## config.mk

```make
export PLATFORM = sky130hd
export DESIGN_NAME = pe_array_controller_flat
export DESIGN_NICKNAME = d
export VERILOG_FILES = /design/src/rtl/pe_array_controller_pkg.sv /design/src/rtl/pe_array_controller_if.sv /design/src/rtl/pe_array_controller_pulse_delay_line.sv /design/src/rtl/pe_array_controller.sv /design/src/flat_wrapper.sv
export SDC_FILE = /design/constraint.sdc
export NUM_CORES = 1
export LEC_CHECK = 0
export ABC_AREA = 1
export CAP_MARGIN = 15
export CORE_MARGIN = 1.5
export CORE_UTILIZATION = 54
export DETAILED_ROUTE_END_ITERATION = 10
export GPL_TIMING_DRIVEN = 0
export PLACE_DENSITY = 0.89
export SLEW_MARGIN = 40
export SYNTH_ARGS = -nofsm -noshare
export SYNTH_HDL_FRONTEND = slang
export SYNTH_SLANG_ARGS = --single-unit
```

## constraint.sdc

```tcl
create_clock -name clk -period 3.8 [get_ports clk]
set_input_delay 0.57 -clock clk [delete_from_list [all_inputs] [get_ports clk]]
set_output_delay 0.57 -clock clk [all_outputs]
set_load 0.02 [all_outputs]
```

## src/rtl/pe_array_controller_pkg.sv

```systemverilog
// Shared constants and types for the pe_array controller.
//   DefaultMaxKernelSteps    : default K_MAX (accumulators per PE)
//   DefaultChannelCountWidth : default width of the per-job channel count
//   DefaultPipelineLatency   : default cycles from PE enable to accumulator update
//   pe_ctrl_state_t          : controller FSM state encoding
package pe_array_controller_pkg;

  localparam int unsigned DefaultMaxKernelSteps    = 8;
  localparam int unsigned DefaultChannelCountWidth = 10;
  localparam int unsigned DefaultPipelineLatency   = 3;

  typedef enum logic [2:0] {
    StIdle,
    StInit,
    StCompute,
    StDrain,
    StResult,
    StError
  } pe_ctrl_state_t;

endpackage

```

## src/rtl/pe_array_controller_if.sv

```systemverilog
// Job, operand, PE-control and result signals of the pe_array controller.
//   master : controller side (drives o_* signals)
//   slave  : dispatcher / buffers / pe_array side (drives i_* signals)
interface pe_array_controller_if
  import pe_array_controller_pkg::*;
#(
  parameter int unsigned SUPPORTED_MAX_NUMBER_OF_KERNEL_STEPS = DefaultMaxKernelSteps,
  parameter int unsigned CHANNEL_COUNTER_BIT_WIDTH            = DefaultChannelCountWidth
);

  localparam int unsigned KMax = SUPPORTED_MAX_NUMBER_OF_KERNEL_STEPS;
  localparam int unsigned KSW  = (KMax > 1) ? $clog2(KMax) : 1;
  localparam int unsigned KCW  = $clog2(KMax + 1);
  localparam int unsigned CCW  = CHANNEL_COUNTER_BIT_WIDTH;

  logic           i_job_valid;
  logic           o_job_ready;
  logic [KCW-1:0] i_job_kernel_steps;
  logic [CCW-1:0] i_job_channels;
  logic           i_job_accumulate_partial;
  logic           o_job_error;
  logic           i_operand_valid;
  logic           o_pe_enable;
  logic [KSW-1:0] o_pe_accumulator_index;
  logic           o_pe_reset_accumulators;
  logic           o_pe_shift_partial_result;
  logic           o_pe_delayed_shift_partial_result_flag;
  logic           o_result_valid;
  logic           i_result_ready;
  logic           o_busy;

  modport master (
    input  i_job_valid, i_job_kernel_steps, i_job_channels, i_job_accumulate_partial,
    input  i_operand_valid, i_result_ready,
    output o_job_ready, o_job_error, o_pe_enable, o_pe_accumulator_index,
    output o_pe_reset_accumulators, o_pe_shift_partial_result,
    output o_pe_delayed_shift_partial_result_flag, o_result_valid, o_busy
  );

  modport slave (
    output i_job_valid, i_job_kernel_steps, i_job_channels, i_job_accumulate_partial,
    output i_operand_valid, i_result_ready,
    input  o_job_ready, o_job_error, o_pe_enable, o_pe_accumulator_index,
    input  o_pe_reset_accumulators, o_pe_shift_partial_result,
    input  o_pe_delayed_shift_partial_result_flag, o_result_valid, o_busy
  );

endinterface

```

## src/rtl/pe_array_controller_pulse_delay_line.sv

```systemverilog
// Fixed-depth delay line for single-cycle pulses.
//   clk     : rising-edge clock
//   reset   : synchronous active-high, clears the line
//   pulse_i : pulse in
//   pulse_o : pulse_i delayed by DEPTH cycles (DEPTH >= 1)
module pulse_delay_line #(
  parameter int unsigned DEPTH = 3
) (
  input  logic clk,
  input  logic reset,
  input  logic pulse_i,
  output logic pulse_o
);

  logic [DEPTH-1:0] line_q, line_d;

  always_comb begin
    line_d = (line_q << 1) | DEPTH'(pulse_i);
  end

  always_ff @(posedge clk) begin
    if (reset) begin
      line_q <= '0;
    end else begin
      line_q <= line_d;
    end
  end

  assign pulse_o = line_q[DEPTH-1];

endmodule

```

## src/rtl/pe_array_controller.sv

```systemverilog
// Sequences one pe_array through a convolution job: clear or preload the accumulators, stream
// K*C operand beats (outer channel loop, inner kernel-step loop) with the accumulator index,
// drain the PE pipeline, then hold the result until the consumer accepts it.
//   clk, reset : rising-edge clock, synchronous active-high reset
//   bus        : job descriptor, operand handshake, PE controls, result handshake, status
module pe_array_controller
  import pe_array_controller_pkg::*;
#(
  parameter int unsigned SUPPORTED_MAX_NUMBER_OF_KERNEL_STEPS = DefaultMaxKernelSteps,
  parameter int unsigned CHANNEL_COUNTER_BIT_WIDTH            = DefaultChannelCountWidth,
  parameter int unsigned PE_PIPELINE_LATENCY                  = DefaultPipelineLatency
) (
  input logic                  clk,
  input logic                  reset,
  pe_array_controller_if.master bus
);

  localparam int unsigned KMax = SUPPORTED_MAX_NUMBER_OF_KERNEL_STEPS;
  localparam int unsigned KSW  = (KMax > 1) ? $clog2(KMax) : 1;
  localparam int unsigned KCW  = $clog2(KMax + 1);
  localparam int unsigned CCW  = CHANNEL_COUNTER_BIT_WIDTH;
  localparam int unsigned DCW  = (PE_PIPELINE_LATENCY > 1) ? $clog2(PE_PIPELINE_LATENCY) : 1;

  pe_ctrl_state_t state_q, state_d;
  logic [KSW-1:0] k_q, k_d;
  logic [CCW-1:0] c_q, c_d;
  logic [DCW-1:0] drain_q, drain_d;
  logic [KCW-1:0] ksteps_q, ksteps_d;
  logic [CCW-1:0] chans_q, chans_d;
  logic           accum_q, accum_d;
  logic           job_ready_q, job_ready_d;
  logic           busy_q, busy_d;
  logic           job_error_q, job_error_d;
  logic           reset_acc_q, reset_acc_d;
  logic           shift_q, shift_d;
  logic           result_valid_q, result_valid_d;

  logic pe_enable;
  logic last_k, last_c, job_illegal;

  assign pe_enable   = (state_q == StCompute) && bus.i_operand_valid;
  assign last_k      = (KCW'(k_q) == (ksteps_q - KCW'(1)));
  assign last_c      = (c_q == (chans_q - CCW'(1)));
  assign job_illegal = (bus.i_job_kernel_steps == '0) ||
                       (bus.i_job_kernel_steps > KCW'(KMax)) ||
                       (bus.i_job_channels == '0);

  always_comb begin
    state_d     = state_q;
    k_d         = k_q;
    c_d         = c_q;
    drain_d     = drain_q;
    ksteps_d    = ksteps_q;
    chans_d     = chans_q;
    accum_d     = accum_q;
    job_error_d = 1'b0;
    reset_acc_d = 1'b0;
    shift_d     = 1'b0;

    unique case (state_q)
      StIdle: begin
        if (bus.i_job_valid) begin
          ksteps_d = bus.i_job_kernel_steps;
          chans_d  = bus.i_job_channels;
          accum_d  = bus.i_job_accumulate_partial;
          if (job_illegal) begin
            state_d     = StError;
            job_error_d = 1'b1;
          end else begin
            state_d     = StInit;
            reset_acc_d = ~bus.i_job_accumulate_partial;
            shift_d     = bus.i_job_accumulate_partial;
          end
        end
      end
      StInit: begin
        k_d     = '0;
        c_d     = '0;
        state_d = StCompute;
      end
      StCompute: begin
        if (pe_enable) begin
          if (last_k) begin
            k_d = '0;
            if (last_c) begin
              state_d = StDrain;
              drain_d = '0;
            end else begin
              c_d = c_q + CCW'(1);
            end
          end else begin
            k_d = k_q + KSW'(1);
          end
        end
      end
      StDrain: begin
        if (drain_q == DCW'(PE_PIPELINE_LATENCY - 1)) begin
          state_d = StResult;
        end else begin
          drain_d = drain_q + DCW'(1);
        end
      end
      StResult: begin
        if (bus.i_result_ready) begin
          state_d = StIdle;
        end
      end
      StError: begin
        state_d = StIdle;
      end
      default: begin
        state_d = StIdle;
      end
    endcase

    // Status outputs are registered from the next state so they line up with state_q.
    job_ready_d    = (state_d == StIdle);
    busy_d         = (state_d != StIdle);
    result_valid_d = (state_d == StResult);
  end

  always_ff @(posedge clk) begin
    if (reset) begin
      state_q        <= StIdle;
      k_q            <= '0;
      c_q            <= '0;
      drain_q        <= '0;
      ksteps_q       <= '0;
      chans_q        <= '0;
      accum_q        <= 1'b0;
      job_ready_q    <= 1'b1;
      busy_q         <= 1'b0;
      job_error_q    <= 1'b0;
      reset_acc_q    <= 1'b0;
      shift_q        <= 1'b0;
      result_valid_q <= 1'b0;
    end else begin
      state_q        <= state_d;
      k_q            <= k_d;
      c_q            <= c_d;
      drain_q        <= drain_d;
      ksteps_q       <= ksteps_d;
      chans_q        <= chans_d;
      accum_q        <= accum_d;
      job_ready_q    <= job_ready_d;
      busy_q         <= busy_d;
      job_error_q    <= job_error_d;
      reset_acc_q    <= reset_acc_d;
      shift_q        <= shift_d;
      result_valid_q <= result_valid_d;
    end
  end

  // The delayed flag tracks when preloaded partials actually land in the accumulators.
  pulse_delay_line #(
    .DEPTH (PE_PIPELINE_LATENCY)
  ) u_shift_delay (
    .clk     (clk),
    .reset   (reset),
    .pulse_i (shift_q),
    .pulse_o (bus.o_pe_delayed_shift_partial_result_flag)
  );

  assign bus.o_job_ready               = job_ready_q;
  assign bus.o_job_error               = job_error_q;
  assign bus.o_pe_enable               = pe_enable;
  assign bus.o_pe_accumulator_index    = k_q;
  assign bus.o_pe_reset_accumulators   = reset_acc_q;
  assign bus.o_pe_shift_partial_result = shift_q;
  assign bus.o_result_valid            = result_valid_q;
  assign bus.o_busy                    = busy_q;

endmodule
```

## src/flat_wrapper.sv

```systemverilog
// flat-port wrapper written by rule: the top's interface ports become plain ports
module pe_array_controller_flat import pe_array_controller_pkg::*;
#(
  parameter int unsigned SUPPORTED_MAX_NUMBER_OF_KERNEL_STEPS = DefaultMaxKernelSteps,
  parameter int unsigned CHANNEL_COUNTER_BIT_WIDTH            = DefaultChannelCountWidth,
  parameter int unsigned PE_PIPELINE_LATENCY                  = DefaultPipelineLatency
)
  (clk, reset, bus_i_job_valid, bus_i_job_kernel_steps, bus_i_job_channels, bus_i_job_accumulate_partial, bus_i_operand_valid, bus_i_result_ready, bus_o_job_ready, bus_o_job_error, bus_o_pe_enable, bus_o_pe_accumulator_index, bus_o_pe_reset_accumulators, bus_o_pe_shift_partial_result, bus_o_pe_delayed_shift_partial_result_flag, bus_o_result_valid, bus_o_busy);
  pe_array_controller_if #(.SUPPORTED_MAX_NUMBER_OF_KERNEL_STEPS(SUPPORTED_MAX_NUMBER_OF_KERNEL_STEPS), .CHANNEL_COUNTER_BIT_WIDTH(CHANNEL_COUNTER_BIT_WIDTH)) bus_i ();
  input logic clk;
  input logic reset;
  input wire logic [$bits(bus_i.i_job_valid)-1:0] bus_i_job_valid;
  input wire logic [$bits(bus_i.i_job_kernel_steps)-1:0] bus_i_job_kernel_steps;
  input wire logic [$bits(bus_i.i_job_channels)-1:0] bus_i_job_channels;
  input wire logic [$bits(bus_i.i_job_accumulate_partial)-1:0] bus_i_job_accumulate_partial;
  input wire logic [$bits(bus_i.i_operand_valid)-1:0] bus_i_operand_valid;
  input wire logic [$bits(bus_i.i_result_ready)-1:0] bus_i_result_ready;
  output wire logic [$bits(bus_i.o_job_ready)-1:0] bus_o_job_ready;
  output wire logic [$bits(bus_i.o_job_error)-1:0] bus_o_job_error;
  output wire logic [$bits(bus_i.o_pe_enable)-1:0] bus_o_pe_enable;
  output wire logic [$bits(bus_i.o_pe_accumulator_index)-1:0] bus_o_pe_accumulator_index;
  output wire logic [$bits(bus_i.o_pe_reset_accumulators)-1:0] bus_o_pe_reset_accumulators;
  output wire logic [$bits(bus_i.o_pe_shift_partial_result)-1:0] bus_o_pe_shift_partial_result;
  output wire logic [$bits(bus_i.o_pe_delayed_shift_partial_result_flag)-1:0] bus_o_pe_delayed_shift_partial_result_flag;
  output wire logic [$bits(bus_i.o_result_valid)-1:0] bus_o_result_valid;
  output wire logic [$bits(bus_i.o_busy)-1:0] bus_o_busy;
  assign bus_i.i_job_valid = bus_i_job_valid;
  assign bus_i.i_job_kernel_steps = bus_i_job_kernel_steps;
  assign bus_i.i_job_channels = bus_i_job_channels;
  assign bus_i.i_job_accumulate_partial = bus_i_job_accumulate_partial;
  assign bus_i.i_operand_valid = bus_i_operand_valid;
  assign bus_i.i_result_ready = bus_i_result_ready;
  assign bus_o_job_ready = bus_i.o_job_ready;
  assign bus_o_job_error = bus_i.o_job_error;
  assign bus_o_pe_enable = bus_i.o_pe_enable;
  assign bus_o_pe_accumulator_index = bus_i.o_pe_accumulator_index;
  assign bus_o_pe_reset_accumulators = bus_i.o_pe_reset_accumulators;
  assign bus_o_pe_shift_partial_result = bus_i.o_pe_shift_partial_result;
  assign bus_o_pe_delayed_shift_partial_result_flag = bus_i.o_pe_delayed_shift_partial_result_flag;
  assign bus_o_result_valid = bus_i.o_result_valid;
  assign bus_o_busy = bus_i.o_busy;
  pe_array_controller #(.SUPPORTED_MAX_NUMBER_OF_KERNEL_STEPS(SUPPORTED_MAX_NUMBER_OF_KERNEL_STEPS), .CHANNEL_COUNTER_BIT_WIDTH(CHANNEL_COUNTER_BIT_WIDTH), .PE_PIPELINE_LATENCY(PE_PIPELINE_LATENCY)) u_core (.clk(clk), .reset(reset), .bus(bus_i));
endmodule
```

==> flow_summary.ini <==
[grt]
grt_usage_pct = 26.07
antenna_found_initial = 0
grt_remaining_overflow = 0
first_global_vias = 2084
grt_pass1_wl_mm = 8.880
grt_start_max_net_pins = 14

[power_and_ir_drop]
p_sw_uw = 379.2
swShare_pct = 34.67
pwr-share-comb_pct = 29.5
vdd_drop_max_uv = 262.3
cellPowerDensity_nw_per_um2 = 407.4
p_int_uw = 714.7
leakage_nw = 1.112
seq_power_share_pct = 44.9
p_clk_share_pct = 25.5

[critical_path]
worstPathRequired_ns = 3.23
cp_top_family = buffers and inverters
critPathCaptureType = output port
critical_path_class = primary input to output port
critical_path_buf_inv_count = 3
slowest_delay_ns = 0.65
crit_top_cell = clkdlybuf4s50_1
path_cells = clkdlybuf4s50_1 -> inv_1 -> nor2_1 -> clkdlybuf4s50_1
crit_fanout = 3
critical_path_arrival_ns = 1.96
cpMaxStageDelayCell = clkdlybuf4s50_1
crit_path_start_kind = primary input

[sta]
rsz0062_at_grt = false
period_share_pct = 66.48
fin_crit_ns = 2.526
setup_tns_ns = 0
finalSetupViolCount = 0
tightest_slew_ns = 0.5417
final-hold-violation-count = 0
timing.final.ws_setup_ns = 1.274
drv_slew = 0
slew_headroom_pct = 63.89
max_freq_ghz = 0.3958
skew_ns = 0.006322

[yosys]
synth_nets = 363
syn_area_um2 = 2246
ys_ff_latch = 41
synth.avg_cell_area_um2 = 6.645
syn-instance-count = 338
synth.largest_area_cell = dfxtp_1
synth.area.top_cells = dfxtp_1 37%, nand2_1 12%, nor2_1 8.7%, inv_1 6.9%, a21oi_1 6.2%
synth_top_area_share_pct = 36.55
ys_seq_area_share_pct = 36.55
ys_types = 29
synth_warnings = 0

[route]
wl_met3_um = 266
drt_iter0_markers = 131
routed-via-count = 2202
routedWlPerCell_um = 12.07
top_layer = met4
routed-wl-met2_mm = 2.529
dr.pass1.iters = 4
viasPerCell = 5.181
antenna_left = 0
totalWireLength_mm = 5.131
m1WireLength_mm = 2.248
drc = 0

[cts]
clockRootBuffer = clkbuf_8
h-tree-depth = 2
numClockSinks = 41
cts_hold_buf = 0
ctsLongestPathBuffers = 2
cts_resized = 0
cts_setup_buffers = 0
cts_tree = done
cts_buffers = 5
worstSkewPairLatency_ns = 0.30
clk_pin_slew_ns = 0.08

[placement]
pre_cts_ws_ns = 1.295
io_buffer_count = 29
dpl.hpwl_mm = 3.885
finalWeightedCongestion = 0.8912

[die]
pin_count = 31
start_util_pct = 56.15
core_area_um2 = 4000
die_area_um2 = 4555
fp-row-count = 23
dieHeight_um = 67.49
die_w_um = 67.49

[final_layout]
drive_above_1_share_pct = 6.933
areaGrowthSynthToFinish_pct = 19.55
nNetsFinal = 399
num_antenna_cells = 0

[min_path]
hold_class = flop to flop

[run]
cap_violations = 0

[outcome]
status = finished clean
## per-layer routing
metal	up-vias	global-route usage, %
met1	984	30.87
met4	0	10.97
met3	10	5.833
met2	57	45.10
li1	1151	-
met5	-	0
## cell usage in the layout (no fill, tap or decap), types with 2 or more instances in the layout
master	netlist	final
a21oi_1	28	28
buf_6	2	2
clkbuf_1	4	4
clkbuf_8	0	5
clkdlybuf4s50_1	0	29
clkinv_2	0	2
dfxtp_1	41	41
ha_1	5	5
inv_1	41	41
inv_2	2	2
nand2_1	72	72
nand2_2	2	2
nand2_4	2	2
nand3_1	28	28
nand4_1	2	2
nor2_1	52	52
nor2_2	5	5
nor3_1	6	6
nor3b_1	2	2
nor4_1	2	2
o21ai_0	18	18
or2_2	2	2
xnor2_1	4	4
xor2_1	10	10
## worst register-to-register path, stage by stage (launching register included)
cell     delay (ns)
dfxtp_1        0.33
inv_1          0.14
ha_1           0.30
nand2_2        0.09
nor2_1         0.17
nor2_1         0.07
nor2_1         0.12
nand3_1        0.10
nor2_2         0.14
nand2_1        0.08
nand2_2        0.09
nand2_4        0.07
buf_6          0.14
a21oi_1        0.12
nor2_1         0.06
## metrics by stage
stage / util (%) / area (um2) / power (mW) / instances / hold slack, ns
2_1_floorplan: - / 2246 / 0.7238 / 338 / 0.3883
3_3_place_gp: 64.97 / 2599 / 0.8069 / 417 / 0.3902
3_5_place_dp: 64.97 / 2599 / 0.8194 / 417 / 0.3953
4_1_cts: 67.13 / 2685 / 1.096 / 425 / 0.4037
5_1_grt: 67.13 / 2685 / 1.159 / 425 / 0.4199
6_report: 67.13 / 2685 / 1.094 / 425 / 0.3988
## synth_stat cells
| master | count |
|---|---|
| xnor2_1 | 4 |
| ha_1 | 5 |
| inv_2 | 2 |
| nor2_1 | 52 |
| buf_6 | 2 |
| dfxtp_1 | 41 |
| o21ai_0 | 18 |
| xor2_1 | 10 |
| buf_1 | 1 |
| nand4_1 | 2 |
| nand3_1 | 28 |
| a31oi_1 | 1 |
| nand2_4 | 2 |
| nor3_1 | 6 |
| o211ai_1 | 1 |
| nor3b_1 | 2 |
| nor4_1 | 2 |
| nor2_2 | 5 |
| or2_2 | 2 |
| nor2_4 | 1 |
| inv_1 | 41 |
| nand3_2 | 1 |
| o22ai_1 | 1 |
| clkbuf_1 | 4 |
| buf_2 | 1 |
| nand2_2 | 2 |
| or2_0 | 1 |
| a21oi_1 | 28 |
| nand2_1 | 72 |
## power groups by stage
stage	Combinational (mW)	Sequential, mW	Clock, mW
floorplan	0.219	0.505	0
global placement	0.307	0.500	0
detailed placement	0.318	0.501	0
CTS	0.321	0.491	0.284
global route	0.363	0.496	0.301
finish	0.323	0.491	0.279
## final cells by class
class / count / area (um2)
Fill cell: 327 / 1315
Timing Repair Buffer: 29 / 290.3
Sequential cell: 41 / 820.8
Clock inverter: 3 / 17.52
Buffer: 8 / 46.29
Multi-Input combinational cell: 246 / 1217
Clock buffer: 5 / 68.82
Tap cell: 50 / 62.56
Inverter: 43 / 161.4
## registers in the layout (all words and copies together), names as in the netlist
register                              flops
u_core.c_q                               10
u_core.chans_q                           10
u_core.ksteps_q                           4
u_core.bus.o_pe_accumulator_index         3
u_core.state_q                            3
u_core.u_shift_delay.line_q               3
u_core.drain_q                            2
u_core.bus.o_busy                         1
u_core.bus.o_job_error                    1
u_core.bus.o_job_ready                    1
u_core.bus.o_pe_reset_accumulators        1
u_core.bus.o_pe_shift_partial_result      1
u_core.bus.o_result_valid                 1
## final timing paths
path / start / to / slack [ns] / cells after the start
worst min-delay path: u_core.u_shift_delay.line_q[1]$_SDFF_PP0_ / u_core.u_shift_delay.line_q[2]$_SDFF_PP0_ / 0.40 / 2
worst max-delay path: bus_i_operand_valid / bus_o_pe_enable / 1.27 / 4
worst min register to register: u_core.u_shift_delay.line_q[1]$_SDFF_PP0_ / u_core.u_shift_delay.line_q[2]$_SDFF_PP0_ / 0.40 / 2
worst max register to register: u_core.chans_q[0]$_SDFFE_PP0P_ / u_core.c_q[0]$_SDFFE_PP0P_ / 1.70 / 14
## kinds of logic (layout without fill, tap and decap cells)
logic type	count (synthesis)	count (layout)	share of synthesized area, %
fa+ha+maj	5	5	2.786
xor+xnor	14	14	5.459
buf+inv	51	88	9.248
simple gates	178	178	34.82
flops	41	41	36.55
compound gates	49	49	11.14
No activity file was read; power rests on OpenSTA's default activity.
